**src/rtl/watch_set_cu_if.sv**
```systemverilog
// Button/tick inputs and set-mode control outputs between the watch top and its set control unit.
// The master drives the button pulses and tick; the slave (watch_set_cu) drives the control outputs.
interface watch_set_cu_if;
    logic       i_mode;
    logic       i_next;
    logic       i_up;
    logic       i_down;
    logic       i_tick_1hz;
    logic       o_run;
    logic       o_set_mode;
    logic [1:0] o_field;
    logic       o_inc;
    logic       o_dec;
    logic       o_blank;

    modport master (
        output i_mode, i_next, i_up, i_down, i_tick_1hz,
        input  o_run, o_set_mode, o_field, o_inc, o_dec, o_blank
    );

    modport slave (
        input  i_mode, i_next, i_up, i_down, i_tick_1hz,
        output o_run, o_set_mode, o_field, o_inc, o_dec, o_blank
    );
endinterface

```
**src/rtl/watch_set_cu.sv**
```systemverilog
// Time-setting control unit: RUN / SET_HOUR / SET_MIN / SET_SEC with inc/dec strobes,
// field blink for the display and an inactivity timeout back to RUN.
module watch_set_cu #(
    parameter int unsigned BLINK_HALF = 25_000_000,
    parameter int unsigned TIMEOUT_S  = 10
) (
    input  logic          clk,
    input  logic          rst,
    watch_set_cu_if.slave bus
);

    localparam int unsigned BLINK_W = (BLINK_HALF > 1) ? $clog2(BLINK_HALF) : 1;
    localparam int unsigned IDLE_W  = (TIMEOUT_S > 1) ? $clog2(TIMEOUT_S + 1) : 1;
    localparam logic [BLINK_W-1:0] BLINK_LAST = BLINK_W'(BLINK_HALF - 1);
    localparam logic [IDLE_W-1:0]  IDLE_LAST  = IDLE_W'(TIMEOUT_S - 1);

    // Encoding matches the o_field code of each state.
    typedef enum logic [1:0] {
        ST_RUN  = 2'b00,
        ST_HOUR = 2'b01,
        ST_MIN  = 2'b10,
        ST_SEC  = 2'b11
    } state_e;

    state_e             state_q, state_d;
    logic [BLINK_W-1:0] blink_q, blink_d;
    logic [IDLE_W-1:0]  idle_q,  idle_d;
    logic               blank_q, blank_d;
    logic               inc_q,   inc_d;
    logic               dec_q,   dec_d;
    logic               run_q,   run_d;
    logic               set_q,   set_d;
    logic [1:0]         field_q, field_d;

    logic up_only;
    logic down_only;
    logic edit;

    always_comb begin
        state_d   = state_q;
        blink_d   = blink_q;
        idle_d    = idle_q;
        blank_d   = blank_q;
        inc_d     = 1'b0;
        dec_d     = 1'b0;
        up_only   = bus.i_up & ~bus.i_down;
        down_only = bus.i_down & ~bus.i_up;
        edit      = 1'b0;

        case (state_q)
            ST_RUN: begin
                if (bus.i_mode) begin
                    state_d = ST_HOUR;
                end
            end
            default: begin
                // Priority: mode exit, then field advance, then a single up/down, then timeout.
                if (bus.i_mode) begin
                    state_d = ST_RUN;
                end else if (bus.i_next) begin
                    edit = 1'b1;
                    case (state_q)
                        ST_HOUR: state_d = ST_MIN;
                        ST_MIN:  state_d = ST_SEC;
                        default: state_d = ST_HOUR;
                    endcase
                end else if (up_only || down_only) begin
                    edit  = 1'b1;
                    inc_d = up_only;
                    dec_d = down_only;
                end else if (bus.i_tick_1hz && (idle_q == IDLE_LAST)) begin
                    state_d = ST_RUN;
                end
            end
        endcase

        // Counters idle at zero in RUN and restart on entry or any accepted edit.
        if (state_d == ST_RUN || state_q == ST_RUN || edit) begin
            blink_d = '0;
            idle_d  = '0;
            blank_d = 1'b0;
        end else begin
            if (bus.i_tick_1hz) begin
                idle_d = idle_q + IDLE_W'(1);
            end
            if (blink_q == BLINK_LAST) begin
                blink_d = '0;
                blank_d = ~blank_q;
            end else begin
                blink_d = blink_q + BLINK_W'(1);
            end
        end

        run_d   = (state_d == ST_RUN);
        set_d   = (state_d != ST_RUN);
        field_d = 2'(state_d);
    end

    always_ff @(posedge clk) begin
        if (rst) begin
            state_q <= ST_RUN;
            blink_q <= '0;
            idle_q  <= '0;
            blank_q <= 1'b0;
            inc_q   <= 1'b0;
            dec_q   <= 1'b0;
            run_q   <= 1'b1;
            set_q   <= 1'b0;
            field_q <= 2'b00;
        end else begin
            state_q <= state_d;
            blink_q <= blink_d;
            idle_q  <= idle_d;
            blank_q <= blank_d;
            inc_q   <= inc_d;
            dec_q   <= dec_d;
            run_q   <= run_d;
            set_q   <= set_d;
            field_q <= field_d;
        end
    end

    assign bus.o_run      = run_q;
    assign bus.o_set_mode = set_q;
    assign bus.o_field    = field_q;
    assign bus.o_inc      = inc_q;
    assign bus.o_dec      = dec_q;
    assign bus.o_blank    = blank_q;

endmodule

```
**src/flat_wrapper.sv**
```systemverilog
// flat-port wrapper written by rule: the top's interface ports become plain ports
module watch_set_cu_flat 
#(
    parameter int unsigned BLINK_HALF = 25_000_000,
    parameter int unsigned TIMEOUT_S  = 10
)
  (clk, rst, bus_i_mode, bus_i_next, bus_i_up, bus_i_down, bus_i_tick_1hz, bus_o_run, bus_o_set_mode, bus_o_field, bus_o_inc, bus_o_dec, bus_o_blank);
  watch_set_cu_if bus_i ();
  input  logic clk;
  input  logic rst;
  input wire logic [$bits(bus_i.i_mode)-1:0] bus_i_mode;
  input wire logic [$bits(bus_i.i_next)-1:0] bus_i_next;
  input wire logic [$bits(bus_i.i_up)-1:0] bus_i_up;
  input wire logic [$bits(bus_i.i_down)-1:0] bus_i_down;
  input wire logic [$bits(bus_i.i_tick_1hz)-1:0] bus_i_tick_1hz;
  output wire logic [$bits(bus_i.o_run)-1:0] bus_o_run;
  output wire logic [$bits(bus_i.o_set_mode)-1:0] bus_o_set_mode;
  output wire logic [$bits(bus_i.o_field)-1:0] bus_o_field;
  output wire logic [$bits(bus_i.o_inc)-1:0] bus_o_inc;
  output wire logic [$bits(bus_i.o_dec)-1:0] bus_o_dec;
  output wire logic [$bits(bus_i.o_blank)-1:0] bus_o_blank;
  assign bus_i.i_mode = bus_i_mode;
  assign bus_i.i_next = bus_i_next;
  assign bus_i.i_up = bus_i_up;
  assign bus_i.i_down = bus_i_down;
  assign bus_i.i_tick_1hz = bus_i_tick_1hz;
  assign bus_o_run = bus_i.o_run;
  assign bus_o_set_mode = bus_i.o_set_mode;
  assign bus_o_field = bus_i.o_field;
  assign bus_o_inc = bus_i.o_inc;
  assign bus_o_dec = bus_i.o_dec;
  assign bus_o_blank = bus_i.o_blank;
  watch_set_cu #(.BLINK_HALF(BLINK_HALF), .TIMEOUT_S(TIMEOUT_S)) u_core (.clk(clk), .rst(rst), .bus(bus_i));
endmodule
```
**config.mk**
```make
export PLATFORM = sky130hd
export DESIGN_NAME = watch_set_cu_flat
export DESIGN_NICKNAME = d
export VERILOG_FILES = /design/src/rtl/watch_set_cu_if.sv /design/src/rtl/watch_set_cu.sv /design/src/flat_wrapper.sv
export SDC_FILE = /design/constraint.sdc
export NUM_CORES = 1
export LEC_CHECK = 0
export BUFFER_PORTS_ARGS = -buffer_cell sky130_fd_sc_hd__buf_2
export CAP_MARGIN = 5
export CORE_MARGIN = 2
export CORE_UTILIZATION = 58
export CTS_CLUSTER_DIAMETER = 80
export DETAILED_ROUTE_END_ITERATION = 8
export GPL_ROUTABILITY_DRIVEN = 1
export GPL_TIMING_DRIVEN = 0
export PLACE_DENSITY = 0.78
export SLEW_MARGIN = 40
export SYNTH_ARGS = -nofsm -noshare
export SYNTH_HDL_FRONTEND = slang
export SYNTH_SLANG_ARGS = --single-unit
export TNS_END_PERCENT = 5
```
**constraint.sdc**
```tcl
create_clock -name clk -period 2.4 [get_ports clk]
set_clock_uncertainty 0.1 [all_clocks]
set_input_delay 0.36 -clock clk [delete_from_list [all_inputs] [get_ports clk]]
set_output_delay 0.36 -clock clk [all_outputs]
set_load 0.02 [all_outputs]
```
Yosys cells after proc, flatten, opt, wreduce, memory -nomap -nowiden

Cells that the tools add are included.

Bits in registers: 36
Latch bits: 0
RAM bits: 0
ROM bits: 0
Bits of input ports: 7
Memories: 0

Add/subtract/negate cells: 2
$mul: 0
Divide/modulo/power cells: 0
Magnitude comparators: 0
Eq/ne operators: 4
Shifts and indexed selects: 0
Mux-type cells: 11
Bitwise logic cells: 6
Reduce and logical (&&, ||, !) cells: 10

Operator list:

| kind                  | count |
|---|---|
| $add 25x1->25 const B | 1 |
| $eq 25x25->1 const B  | 1 |
| $mux 2                | 6 |
| $reduce_or 5->1       | 1 |
| $add 4x1->4 const B   | 1 |
| $eq 4x4->1 const B    | 1 |
| $logic_not 2->1       | 2 |
| $mux 1                | 4 |
| $not 1->1             | 4 |
| $pmux 2 s2            | 1 |
| $logic_or 1x1->1      | 3 |
| $reduce_or 3->1       | 1 |
| $and 1x1->1           | 2 |
| $eq 2x1->1 const B    | 1 |
| $eq 2x2->1 const B    | 1 |
| $reduce_bool 2->1     | 1 |
| $reduce_or 2->1       | 1 |
| $logic_and 1x1->1     | 1 |

Depth between registers and ports, before layout

Word-level depth: 11
Gate-level depth with buffers: 7
Mapped depth without buffers: 6

Worst setup path after synthesis

Ideal clock, no wire load.

Path type: register -> register
Start point: register u_core.bus.o_field[0] (netlist name)
End point: register u_core.blink_q[21]
Data arrival time: 1.966 ns
Data required time: 2.214 ns
Path slack: 0.249 ns
Cell stages (with the launch flop): 8
Path buffers: 1
Cell sequence: dfxtp_1 > inv_1 > ha_1 > or4b_1 > a21oi_1 > o31ai_1 > buf_2 > a211oi_1

RTL lines:

| element              | RTL line            | text |
|---|---|---|
| end signal, assigned | watch_set_cu.sv:112 | `blink_q <= blink_d;` |
| end, declared        | watch_set_cu.sv:26  | `logic [BLINK_W-1:0] blink_q, blink_d;` |

==> metrics.md <==
| Metric | Value |
|---|---|
| Status | finished, final reports clean |
| # nets final | 228 |
| Hold WS | ~0.15 ns |
| Flops & latches, synth | 36 |
| I/O pin count | 14 |
| Setup crit start kind | flop |
| Crit path from | u_core.bus.o_field[1] |
| CTS Buf Count | 5 |
| Tcrit/Tclk final | a little over nine tenths |
| MaxCap Viol Count | 0 |
| Mapped Cells | approximately 190 |
| CP endpoint | u_core.blink_q[18] |
| Ys flop type | dfxtp_1 |
| Total track usage | between 20% and 30% |
| Core area | 2830 um2 |
| Final core occ | between 60 and 70% |
| Worst R2R Start | u_core.bus.o_field[1] |
| Sinks on Clock Net | 36 |
| Placer Congestion | roughly 0.84 |
| Met2 WL | between 1500 and 2000 um |
| DRC violations left | 0 |
| Min-Delay Path Depth | 2 |
| Vias in the first global route | around 1400 |
| Share of cells above drive strength 1 | between 15 and 20% |
| Final setup viols | 0 |
| Vias | between 1000 and 1500 |
| WP data arrival | 2.43 ns |
| Die Wd | between 50 and 60 um |
| Post-CTS setup buffers | 0 |
| HP Class | in2reg |
| Post-synth top area cell | dfxtp_1 |
| First-pass GRT wire length | between 6000 and 7000 um |
| Register-to-Register Path Depth | 7 |
| Yosys warnings | 0 |
| Max Used Layer | met4 |
| Slew Limit Fails | 0 |
| Largest net degree at the start of global routing | 13 |
| Post-synth top area share | 40.9% |
| Maximum clock path buffer count | 2 |
| H-tree level count | 2 |
| Worst slew pin tran | 0.569 ns |
| CTS tree | yes |
| PwrDens | about 580 nW/um2 |
| EDFF count, synth | 0 |
| Distinct cells, synth | between 40 and 50 |
| Routed WL | around 3500 um |
| Total Neg Setup Slack | 0 ns |
| CP Max Fanout | 10 |
| Synth Net Count | about 210 |
| Final HPWL DP | 2540 um |
| Required time of the worst setup path | around 2.6 ns |
| Static Leak | 0.697 nW |
| Clock Latency Late Sink | about 0.36 ns |
| Initial Utilization | a little over 60% |
| Reg2reg setup slack | ~0.14 ns |
| Iter 0 DRT Violations | 88 |
| Routed wire length per instance | approximately 14 um |
| Kind of critical path | reg2reg |
| Post-Route M1 WL | ~1600 um |
| Vias per cell | 6.04 |
| Worst relative slew slack | between 60 and 70% |
| Peak supply drop | ~390 uV |
| FMAX | 443 MHz |
| Initial antenna violation count | 0 |
| Syn avg cell area | just over 9 um2 |
| FF-to-FF End | u_core.blink_q[18] |
| CP endpoint kind | flop |
| Metal3 WL | around 140 um |
| Die ar. | around 3500 um2 |
| Pre-antenna DRT Iters | 4 |
| Cts hold-fix bufs | 0 |
| Port Buf Inserts | 13 |
| Top cells by area, synth | dfxtp_1 (41%), ha_1 (5.0%), xor2_1 (5.0%) |
| Number of diodes | 0 |
| Die Y | a little under 60 um |
| Final Hold Viols | 0 |
| P&R area growth vs syn | 10.8% |
| Share of the yosys chip area belonging to registers | roughly 41% |
| Remaining Overflow, GRT | 0 |
| Most frequent cell after synthesis | dfxtp_1 |
| Fin crit period | 2.26 ns |
| Remaining antenna violation count | 0 |
| Asr flop ratio synth | 0% |
| Num rows | 19 |
| Commonest cells in the netlist | dfxtp_1 (36), nand2_1 (12) |
| Mapped cell area | around 1800 um2 |
| Clock Tree Root | clkbuf_4 |
| Clock slew at reported path FFs | 0.12 ns |
-- how the worst min path moves through the flow --
stage | startpoint | end
after floorplan | bus_i_tick_1hz | u_core.idle_q[1]
after global placement | u_core.bus.o_blank | u_core.bus.o_blank
after detailed placement | u_core.blink_q[22] | u_core.blink_q[22]
after CTS | bus_i_tick_1hz | u_core.idle_q[1]
after global routing | bus_i_tick_1hz | u_core.idle_q[1]
final | bus_i_tick_1hz | u_core.idle_q[1]
-- placed cells by master (no fill, tap or decap), types with 3 or more instances in the layout --
master and count:
o21ai_0 5, nand2_1 12, nor3_1 8, nor4_1 3, clkbuf_4 5, or3_1 4, xor2_1 10, or4_1 3
and2_1 3, buf_2 16, o31ai_1 5, a31o_2 3, xnor2_1 6, ha_1 7, nand4_1 10, nor2_1 10
dfxtp_1 35, nor3b_1 3, a211oi_1 8, a21oi_1 6, and3_1 7, inv_1 10, nand3_1 6
-- per-layer routing --
layer / up-vias / global-route usage, %
met5: - / 0
met4: 0 / 9.42
met3: 7 / 7.64
met2: 26 / 39.2
met1: 704 / 28.0
li1: 750 / -
-- cell type report --
class	count	area, um2
multi-input combinational	141	973
fill	233	878
sequential	36	722
timing repair buffer	13	65.1
clock inverter	3	42.5
tap	31	38.8
clock buffer	5	37.5
inverter	10	37.5
buffer	7	33.8
-- worst max-delay path: stages (launching register included) --
cell and delay (ns):
dfxtp_1 0.39, inv_1 0.09, ha_1 0.25, or4b_1 0.51
a21oi_2 0.23, o31ai_1 0.14, buf_2 0.23, a211oi_1 0.24
-- flip-flops by register name, indices dropped and copies added, names as in the netlist --
| register | count |
|---|---|
| u_core.bus.o_field | 2 |
| u_core.bus.o_set_mode | 1 |
| u_core.bus.o_inc | 1 |
| u_core.blink_q | 25 |
| u_core.idle_q | 4 |
| u_core.bus.o_blank | 1 |
| u_core.bus.o_dec | 1 |
| u_core.bus.o_run | 1 |
-- where the power goes --
group | switching, W | total, W | leakage (nW) | internal (W)
combinational | 0.0000475 | 0.0000748 | 0.364 | 0.0000273
sequential | 0.00000684 | 0.000614 | 0.291 | 0.000608
clock | 0.000217 | 0.000434 | 0.0412 | 0.000217
total | 0.000271 | 0.00112 | 0.697 | 0.000852
-- kinds of logic after synthesis --
kind of cell / after synthesis / share of synthesized area, %
simple gates: 86 / 29.6
flops: 36 / 40.9
compound gates: 32 / 12.5
buf+inv: 17 / 3.98
xor+xnor: 16 / 7.96
fa+ha+maj: 7 / 4.97
-- through the flow --
stage | std cells | instance area [um2] | total power (W) | worst slack, ns
3_3_place_gp | 238 | 1860 | 0.000695 | 0.194
2_1_floorplan | 194 | 1760 | 0.000673 | 0.249
3_5_place_dp | 238 | 1860 | 0.000700 | 0.0366
6_report | 246 | 1950 | 0.00112 | 0.140
4_1_cts | 246 | 1950 | 0.00113 | 0.0519
5_1_grt | 246 | 1950 | 0.00117 | -0.0174
-- timing repair --
action / in CTS / in global routing
endpoints found under the setup margin: 1 / 22
gates resized for setup: 1 / 3
gates cloned: 0 / 0
endpoints found under the hold margin: 0 / 0
(Power assumes the default switching activity.)
